===== config.mk =====
export PLATFORM = sky130hd
export DESIGN_NAME = toaster_ctrl
export DESIGN_NICKNAME = d
export VERILOG_FILES = /design/src/rtl/toaster_ctrl.sv
export SDC_FILE = /design/constraint.sdc
export NUM_CORES = 1
export LEC_CHECK = 0
export CAP_MARGIN = 40
export CORE_MARGIN = 4
export CORE_UTILIZATION = 35
export CTS_CLUSTER_DIAMETER = 30
export DETAILED_ROUTE_END_ITERATION = 10
export DONT_BUFFER_PORTS = 1
export SETUP_SLACK_MARGIN = 0.4
export SLEW_MARGIN = 20
export SYNTH_ARGS = -nofsm -noshare
export SYNTH_HDL_FRONTEND = slang
export SYNTH_SLANG_ARGS = --single-unit

===== constraint.sdc =====
create_clock -name clk -period 2 [get_ports clk]
set_input_delay 0 -clock clk [delete_from_list [all_inputs] [get_ports clk]]
set_output_delay 0 -clock clk [all_outputs]
set_load 0.01 [all_outputs]

===== src/rtl/toaster_ctrl.sv =====
// -----------------------------------------------------------------------------
// toaster_ctrl
//   Sequencing FSM for the toaster datapath. Walks IDLE -> WARMUP -> TOAST ->
//   COOL_DOWN -> IDLE. A single down-counter times each phase. The TOAST phase
//   length scales with the darkness level that was latched when the cycle
//   was accepted. Every output comes from a flop, so no input reaches an
//   output through combinational logic.
//
// Ports
//   clk          rising-edge clock
//   rst_n        async active-low reset
//   start_i      request a toast cycle (sampled in IDLE only)
//   cancel_i     abort an active WARMUP/TOAST phase
//   level_i      darkness level, latched on an accepted start
//   state_o      state code: 00 IDLE, 01 WARMUP, 10 TOAST, 11 COOL_DOWN
//   heater_o     heater enable (WARMUP or TOAST)
//   busy_o       state_o != IDLE
//   done_o       1-cycle pulse on the first COOL_DOWN cycle after a normal TOAST
//   abort_o      1-cycle pulse on the first COOL_DOWN cycle after a cancel
//   remaining_o  cycles left in the current phase, this one included (0 in IDLE)
// -----------------------------------------------------------------------------
module toaster_ctrl #(
  parameter int WARMUP_CYCLES = 8,
  parameter int TOAST_CYCLES  = 16,
  parameter int COOL_CYCLES   = 4,
  parameter int LEVEL_W       = 3,
  parameter int CNT_W         = 8
) (
  input  logic                     clk,
  input  logic                     rst_n,
  input  logic                     start_i,
  input  logic                     cancel_i,
  input  logic [LEVEL_W-1:0]       level_i,
  output logic [1:0]               state_o,
  output logic                     heater_o,
  output logic                     busy_o,
  output logic                     done_o,
  output logic                     abort_o,
  output logic [CNT_W+LEVEL_W-1:0] remaining_o
);

  localparam int CW = CNT_W + LEVEL_W;

  localparam logic [CW-1:0] WARM_LOAD  = CW'(WARMUP_CYCLES);
  localparam logic [CW-1:0] COOL_LOAD  = CW'(COOL_CYCLES);
  localparam logic [CW-1:0] TOAST_BASE = CW'(TOAST_CYCLES);

  typedef enum logic [1:0] {
    ST_IDLE   = 2'b00,
    ST_WARMUP = 2'b01,
    ST_TOAST  = 2'b10,
    ST_COOL   = 2'b11
  } state_e;

  state_e               state_q, state_d;
  logic [CW-1:0]        cnt_q, cnt_d;
  logic [LEVEL_W-1:0]   level_q, level_d;
  logic                 heater_q, heater_d;
  logic                 busy_q, busy_d;
  logic                 done_q, done_d;
  logic                 abort_q, abort_d;

  logic [CW-1:0]        toast_load;
  logic                 cnt_last;

  // The product uses the full CNT_W+LEVEL_W width, so the largest base times
  // the largest (level+1) still fits without wrapping.
  assign toast_load = TOAST_BASE * (CW'(level_q) + CW'(1));
  assign cnt_last   = (cnt_q == CW'(1));

  // ---------------------------------------------------------------------------
  // State register
  // ---------------------------------------------------------------------------
  // NOTE: sequential state uses non-blocking assignments only, so every flop
  // samples the pre-edge value of every other flop regardless of block order.
  always_ff @(posedge clk or negedge rst_n) begin
    if (!rst_n) begin
      state_q  <= ST_IDLE;
      cnt_q    <= '0;
      level_q  <= '0;
      heater_q <= 1'b0;
      busy_q   <= 1'b0;
      done_q   <= 1'b0;
      abort_q  <= 1'b0;
    end else begin
      state_q  <= state_d;
      cnt_q    <= cnt_d;
      level_q  <= level_d;
      heater_q <= heater_d;
      busy_q   <= busy_d;
      done_q   <= done_d;
      abort_q  <= abort_d;
    end
  end

  // ---------------------------------------------------------------------------
  // Next-state logic
  // ---------------------------------------------------------------------------
  // NOTE: every signal driven here gets a default first; a path that skipped
  // an assignment would otherwise infer a latch.
  always_comb begin
    state_d = state_q;
    cnt_d   = cnt_q;
    level_d = level_q;

    unique case (state_q)
      ST_IDLE: begin
        cnt_d = '0;
        // start together with cancel is treated as no request at all.
        if (start_i && !cancel_i) begin
          state_d = ST_WARMUP;
          cnt_d   = WARM_LOAD;
          level_d = level_i;
        end
      end

      ST_WARMUP: begin
        if (cancel_i) begin
          state_d = ST_COOL;
          cnt_d   = COOL_LOAD;
        end else if (cnt_last) begin
          state_d = ST_TOAST;
          cnt_d   = toast_load;
        end else begin
          cnt_d = cnt_q - CW'(1);
        end
      end

      ST_TOAST: begin
        // Cancel takes priority even on the final TOAST cycle.
        if (cancel_i || cnt_last) begin
          state_d = ST_COOL;
          cnt_d   = COOL_LOAD;
        end else begin
          cnt_d = cnt_q - CW'(1);
        end
      end

      ST_COOL: begin
        if (cnt_last) begin
          state_d = ST_IDLE;
          cnt_d   = '0;
        end else begin
          cnt_d = cnt_q - CW'(1);
        end
      end

      default: begin
        state_d = ST_IDLE;
        cnt_d   = '0;
      end
    endcase
  end

  // ---------------------------------------------------------------------------
  // Output logic (next values, registered above)
  // ---------------------------------------------------------------------------
  always_comb begin
    heater_d = (state_d == ST_WARMUP) || (state_d == ST_TOAST);
    busy_d   = (state_d != ST_IDLE);
    abort_d  = cancel_i && ((state_q == ST_WARMUP) || (state_q == ST_TOAST));
    done_d   = (state_q == ST_TOAST) && cnt_last && !cancel_i;
  end

  assign state_o     = state_q;
  assign heater_o    = heater_q;
  assign busy_o      = busy_q;
  assign done_o      = done_q;
  assign abort_o     = abort_q;
  assign remaining_o = cnt_q;

endmodule


* After elaboration in Yosys (flattened, before gate mapping)
Cells that the tools add are included.
** Word-level totals
- Register bits :: 20
- Logic and storage cells :: 38
- Input port bits :: 7
** Cells by class
- Mux-type cells :: 12
- Equality and inequality tests :: 6
- $add $sub $neg :: 2
- Reduce and logical (&&, ||, !) cells :: 11
** Operators by type and width (count)
- 11-bit two-way mux :: 4
- 11-bit one-hot mux with 4 select lines :: 1
- 11-bit by 1-bit equality test with 1-bit output (second input constant) :: 1
- 11-bit by 1-bit subtractor with 11-bit output (second input constant) :: 1
- 2-bit two-way mux :: 5
- 2-bit one-hot mux with 4 select lines :: 1
- 2-bit equality test (second input constant) :: 3
- 3-bit by 1-bit adder with 4-bit output (second input constant) :: 1
- 2-bit by 1-bit equality test with 1-bit output (second input constant) :: 2
- 1-bit logical AND :: 4
- 4-bit two-way mux :: 1
- 1-bit logical OR :: 3
- 2-bit zero test :: 1
- 2-bit AND reduction :: 1
- 2-bit nonzero test :: 1
- 1-bit zero test :: 1

* Longest topological paths before layout
- Depth in word-level cells :: 6
- Mapped depth :: 9
- Gate-level depth less buffers :: 8

* Least setup slack after synthesis
OpenSTA, ideal clock, no wires.
- Kind :: register to register
- Start point :: register cnt_q[1], in the netlist remaining_o[1]
- End point :: register heater_q, in the netlist heater_o
- Data required time :: 1.874 ns
- Cell stages (with the launch flop) :: 9
- Buffers on the path :: 1
- Setup time :: 0.126 ns
- Slack :: 0.052 ns
- Arrival :: 1.822 ns
- Path through :: dfrtp_1 > inv_1 > ha_1 > nor4b_2 > nand3_2 > buf_2 > a32o_1 > a21o_1 > ha_1
** Between the ends
- Word-level cells in the longest chain between the ends :: 6
** Ends and longest elaborated chain
- start: declaration :: RTL line 56 : logic [CW-1:0] cnt_q, cnt_d;
- start signal: assignment :: RTL line 87 : cnt_q <= cnt_d;
- 11-bit by 1-bit equality test with 1-bit output (*) :: RTL line 69 : assign cnt_last = (cnt_q == CW'(1));
- 2-bit two-way mux / 1-bit logical OR (equally long branches) :: RTL line 121, 131
- 2-bit two-way mux (on tied branches) :: RTL line 118, 131
- 2-bit one-hot mux with 4 select lines (*) :: RTL line 106 : unique case (state_q)
- 2-bit by 1-bit equality test with 1-bit output / 2-bit equality test (equally long branches) :: RTL line 159 : heater_d = (state_d == ST_WARMUP) || (state_d == ST_TOAST);
- 1-bit logical OR (*) :: RTL line 159
- named net heater_d :: RTL line 58 : logic heater_q, heater_d;
- end signal: assignment :: RTL line 89 : heater_q <= heater_d;
- end: declaration :: RTL line 58
The timed path passes the listed nets; every way through them passes the cells marked *.
A chain may end at the register's enable or synchronous reset.

* Worst setup path in the final report
- Start point :: register state_q[0], in the netlist state_o[0]
- End point :: register heater_q, in the netlist heater_o
** Between the ends
- Word-level cells in the longest chain between the ends :: 5
** Ends and longest elaborated chain
- start: declaration :: RTL line 55 : state_e state_q, state_d;
- start signal: assignment :: RTL line 86 : state_q <= state_d;
- 2-bit two-way mux :: RTL line 121 : end else if (cnt_last) begin
- 2-bit two-way mux :: RTL line 118 : if (cancel_i) begin
- 2-bit one-hot mux with 4 select lines (*) :: RTL line 106
- 2-bit by 1-bit equality test with 1-bit output / 2-bit equality test (equally long branches) :: RTL line 159
- 1-bit logical OR (*) :: RTL line 159
- named net heater_d :: RTL line 58
Marks and branches as above.

==> key figures <==
Synthesis
  • Multiplexer share of the synthesized area: 0.0290
  • Top FF cell, synth: dfrtp_1
  • Yosys cell types: 42
  • Syn nets: between 100 and 150
  • Compound-Gate Fraction of Synth Area: 0.120
  • Synthesized area: ~1200 um2
  • Syn_area_per_cell: ~10 um2
  • Mapped Cells: around 110
  • Post-Synth Adder-Cell Area: 0.0968
  • Simple logic cell fraction of the synthesized area: 0.238
  • Largest family of logic cells by synthesized area: simple AND/OR/NAND/NOR gates
  • Yosys Warn Count: 0
  • Seq/Total Area, Yosys: 0.430
  • EDFF count, synth: 0
  • Synthesis-stage register bit count: 20
  • Synth async-reset ratio: 1.00
  • Post-Synth XOR/XNOR Area: 0.0527

Clock tree
  • Clock sinks: 20
  • Htree depth: 1
  • Total CTS buffers: 3
  • Clock slew at reported path FFs: 120 ps
  • Root buf cell: clkbuf_4
  • CTS tree: done
  • Clk_lat worst skew: between 300 and 400 ps
  • CTS Buffer Depth: 2

Die
  • Die area: between 4000 and 5000 um2
  • Die width: 65.7 um
  • Die outline height: between 60 and 70 um
  • Core Area: between 3000 and 4000 um2
  • Ports: 24
  • Initial core utilization: 0.372
  • Std cell rows: 20

Detailed routing
  • Via density: roughly 5.3
  • Final WL: 3.07 mm
  • Mean routed wirelength per cell: ~16 um
  • Number of remaining DRC errors: 0
  • Pre-antenna DRT Iters: 6
  • Vias: approximately 1.0k
  • Initial DRC count: 37
  • Post-route antenna net violation count: 0

Setup path
  • Critical path class: reg -> reg
  • Worst Path Max Fanout: 6
  • Worst endpoint data arrival time: between 2000 and 2500 ps
  • Critical Path End Type: flip-flop
  • Critical Path RT: 2220 ps
  • CP Launch Type: flip-flop

Timing
  • Min Hold Slack: around 15 ps
  • Normalized max-slew margin: 0.752
  • Final hold vios: 0
  • Skew final: around 4.3 ps
  • Setup-failing EPs final: 0
  • Worst-Margin Slew: about 370 ps
  • Total Negative Setup Slacks: 0 ps
  • Max Transition Viols Final: 0
  • RSZ-0062 raised after global routing: true
  • Fmax: roughly 540 MHz
  • Tmin final: roughly 1900 ps
  • Period Utilization, post-route: 0.932

Final layout
  • Layout cells sized above 1: 0.450
  • Area added between synthesis and finish: 42.8%
  • Antenna diodes: 0
  • # fillers: 294
  • Final Non-Filler Cells: about 190
  • Fin nets: ~170

Global route
  • Number of global-route vias before repair: around 1.0k
  • Grt total ovfl: 0
  • Tot GR Track Use: 0.155
  • First-pass GRT wire length: 5.11 mm
  • Initial antenna violation count: 0
  • Largest net degree at the start of global routing: 21

Place
  • RePlAce Congestion: approximately 0.9
  • Cell count after placement: roughly 170
  • I/O Buffers: 0
  • DP HPWL: about 2.1 mm

Job
  • MaxCap Viol Count: 0

Power
  • Tot Pwr: between 0.6 and 0.7 mW
  • VDD IR max: roughly 250 uV
  • PD cells: slightly above 400 nW/um2
  • LEAKAGE: 0.723 nW

Hold path
  • Type of the worst min-delay path: in -> reg

Outcome
  • Status: finished clean
## metal layers
layer  vias up  global-route usage  wire (um)
li1        476                   -          -
met1       501               0.184       1250
met2        38               0.265       1570
met3        10              0.0581        188
met4         0              0.0285         56
met5         -                   0          0
## cell families after synthesis
family	after synthesis
XOR/XNOR	7
adder cells (fa/ha/maj)	9
multiplexers	3
buffers and inverters	10
AND/OR/NAND/NOR	46
AO/OA/AOI/OAI	19
flip-flops	20
## power breakdown
group          total (mW)  internal [mW]  switching (mW)  leakage, nW
Sequential          0.404          0.404               0        0.234
Clock               0.246          0.111           0.135       0.0210
Combinational      0.0227         0.0108          0.0119        0.468
## final timing paths
check	startpoint	to	slack [ps]	cells after the start
worst max-delay path	state_o[0]	heater_o	140	5
worst min-delay path	cancel_i	state_o[0]	10	3
worst max register to register	state_o[0]	heater_o	140	5
min in group asynchronous	rst_n	done_o	20	1
max in group asynchronous	rst_n	remaining_o[5]	1550	2
worst min register to register	level_q[1]	level_q[1]	570	1
## flip-flops by register name, indices dropped and copies added, names as in the netlist
name and cells:
abort_o 1, level_q 3, state_o 2, remaining_o 11, busy_o 1, heater_o 1, done_o 1
## area by class of cell
| type | count | area (um2) | share of cell area |
|---|---|---|---|
| Multi-Input combinational cell | 84 | 763 | 0.459 |
| Sequential cell | 20 | 505 | 0.304 |
| Clock buffer | 4 | 36.3 | 0.0218 |
| Inverter | 8 | 30.0 | 0.0181 |
| Timing Repair Buffer | 33 | 272 | 0.163 |
| Tap cell | 44 | 55.1 | 0.0331 |
## critical path, cell delays in order, from the launching register on
cell      delay, ps
dfrtp_2         490
ha_2            220
or2_2           330
a221oi_4        290
a21o_1          170
ha_2            260
## synthesized netlist by cell type (2+ instances only)
cell type | count | share of area
nor2b_1 | 2 | 0.011
nor3_1 | 3 | 0.013
nand3_1 | 4 | 0.017
ha_1 | 9 | 0.097
xor2_1 | 4 | 0.030
inv_1 | 8 | 0.026
nand4_1 | 2 | 0.011
dfrtp_1 | 20 | 0.43
nor2_1 | 12 | 0.039
mux2_2 | 3 | 0.029
nand2_1 | 6 | 0.019
xnor2_1 | 3 | 0.023
nor3b_1 | 2 | 0.013
and2_1 | 2 | 0.011
o21ai_0 | 3 | 0.013
a21oi_1 | 5 | 0.022
## repair_timing
item | 4_1_cts | 5_1_grt
pin swaps | 7 | 3
buffers inserted | 5 | 7
resized for setup | 19 | 11
hold endpoints to repair | 27 | 0
gates cloned | 0 | 0
setup endpoints to repair | 15 | 16
hold buffers | 5 | 0
## through the flow
stage	setup WS, ps	area [um2]	utilization
4_1_cts	138	1530	0.490
2_1_floorplan	116	1190	-
3_3_place_gp	115	1340	0.428
6_report	136	1660	0.531
3_5_place_dp	64.2	1340	0.428
5_1_grt	38.0	1660	0.531
## cells in the final DEF, fill, tap and decap left out, types with 2 or more instances in the layout
cell,instances
clkbuf_4,3
nor2_1,12
o21ai_0,3
dfrtp_1,16
nor3b_2,2
nand2_1,5
and2_1,2
dfrtp_2,4
mux2_2,3
nand4_1,2
xnor2_1,3
nor3_1,3
dlygate4sd3_1,5
ha_1,3
inv_1,5
a21oi_1,2
a21oi_2,2
ha_4,3
nand3_1,4
xor2_1,4
nor2b_1,2
inv_2,3
buf_4,26
ha_2,3
No activity file was read; power rests on OpenSTA's default activity.
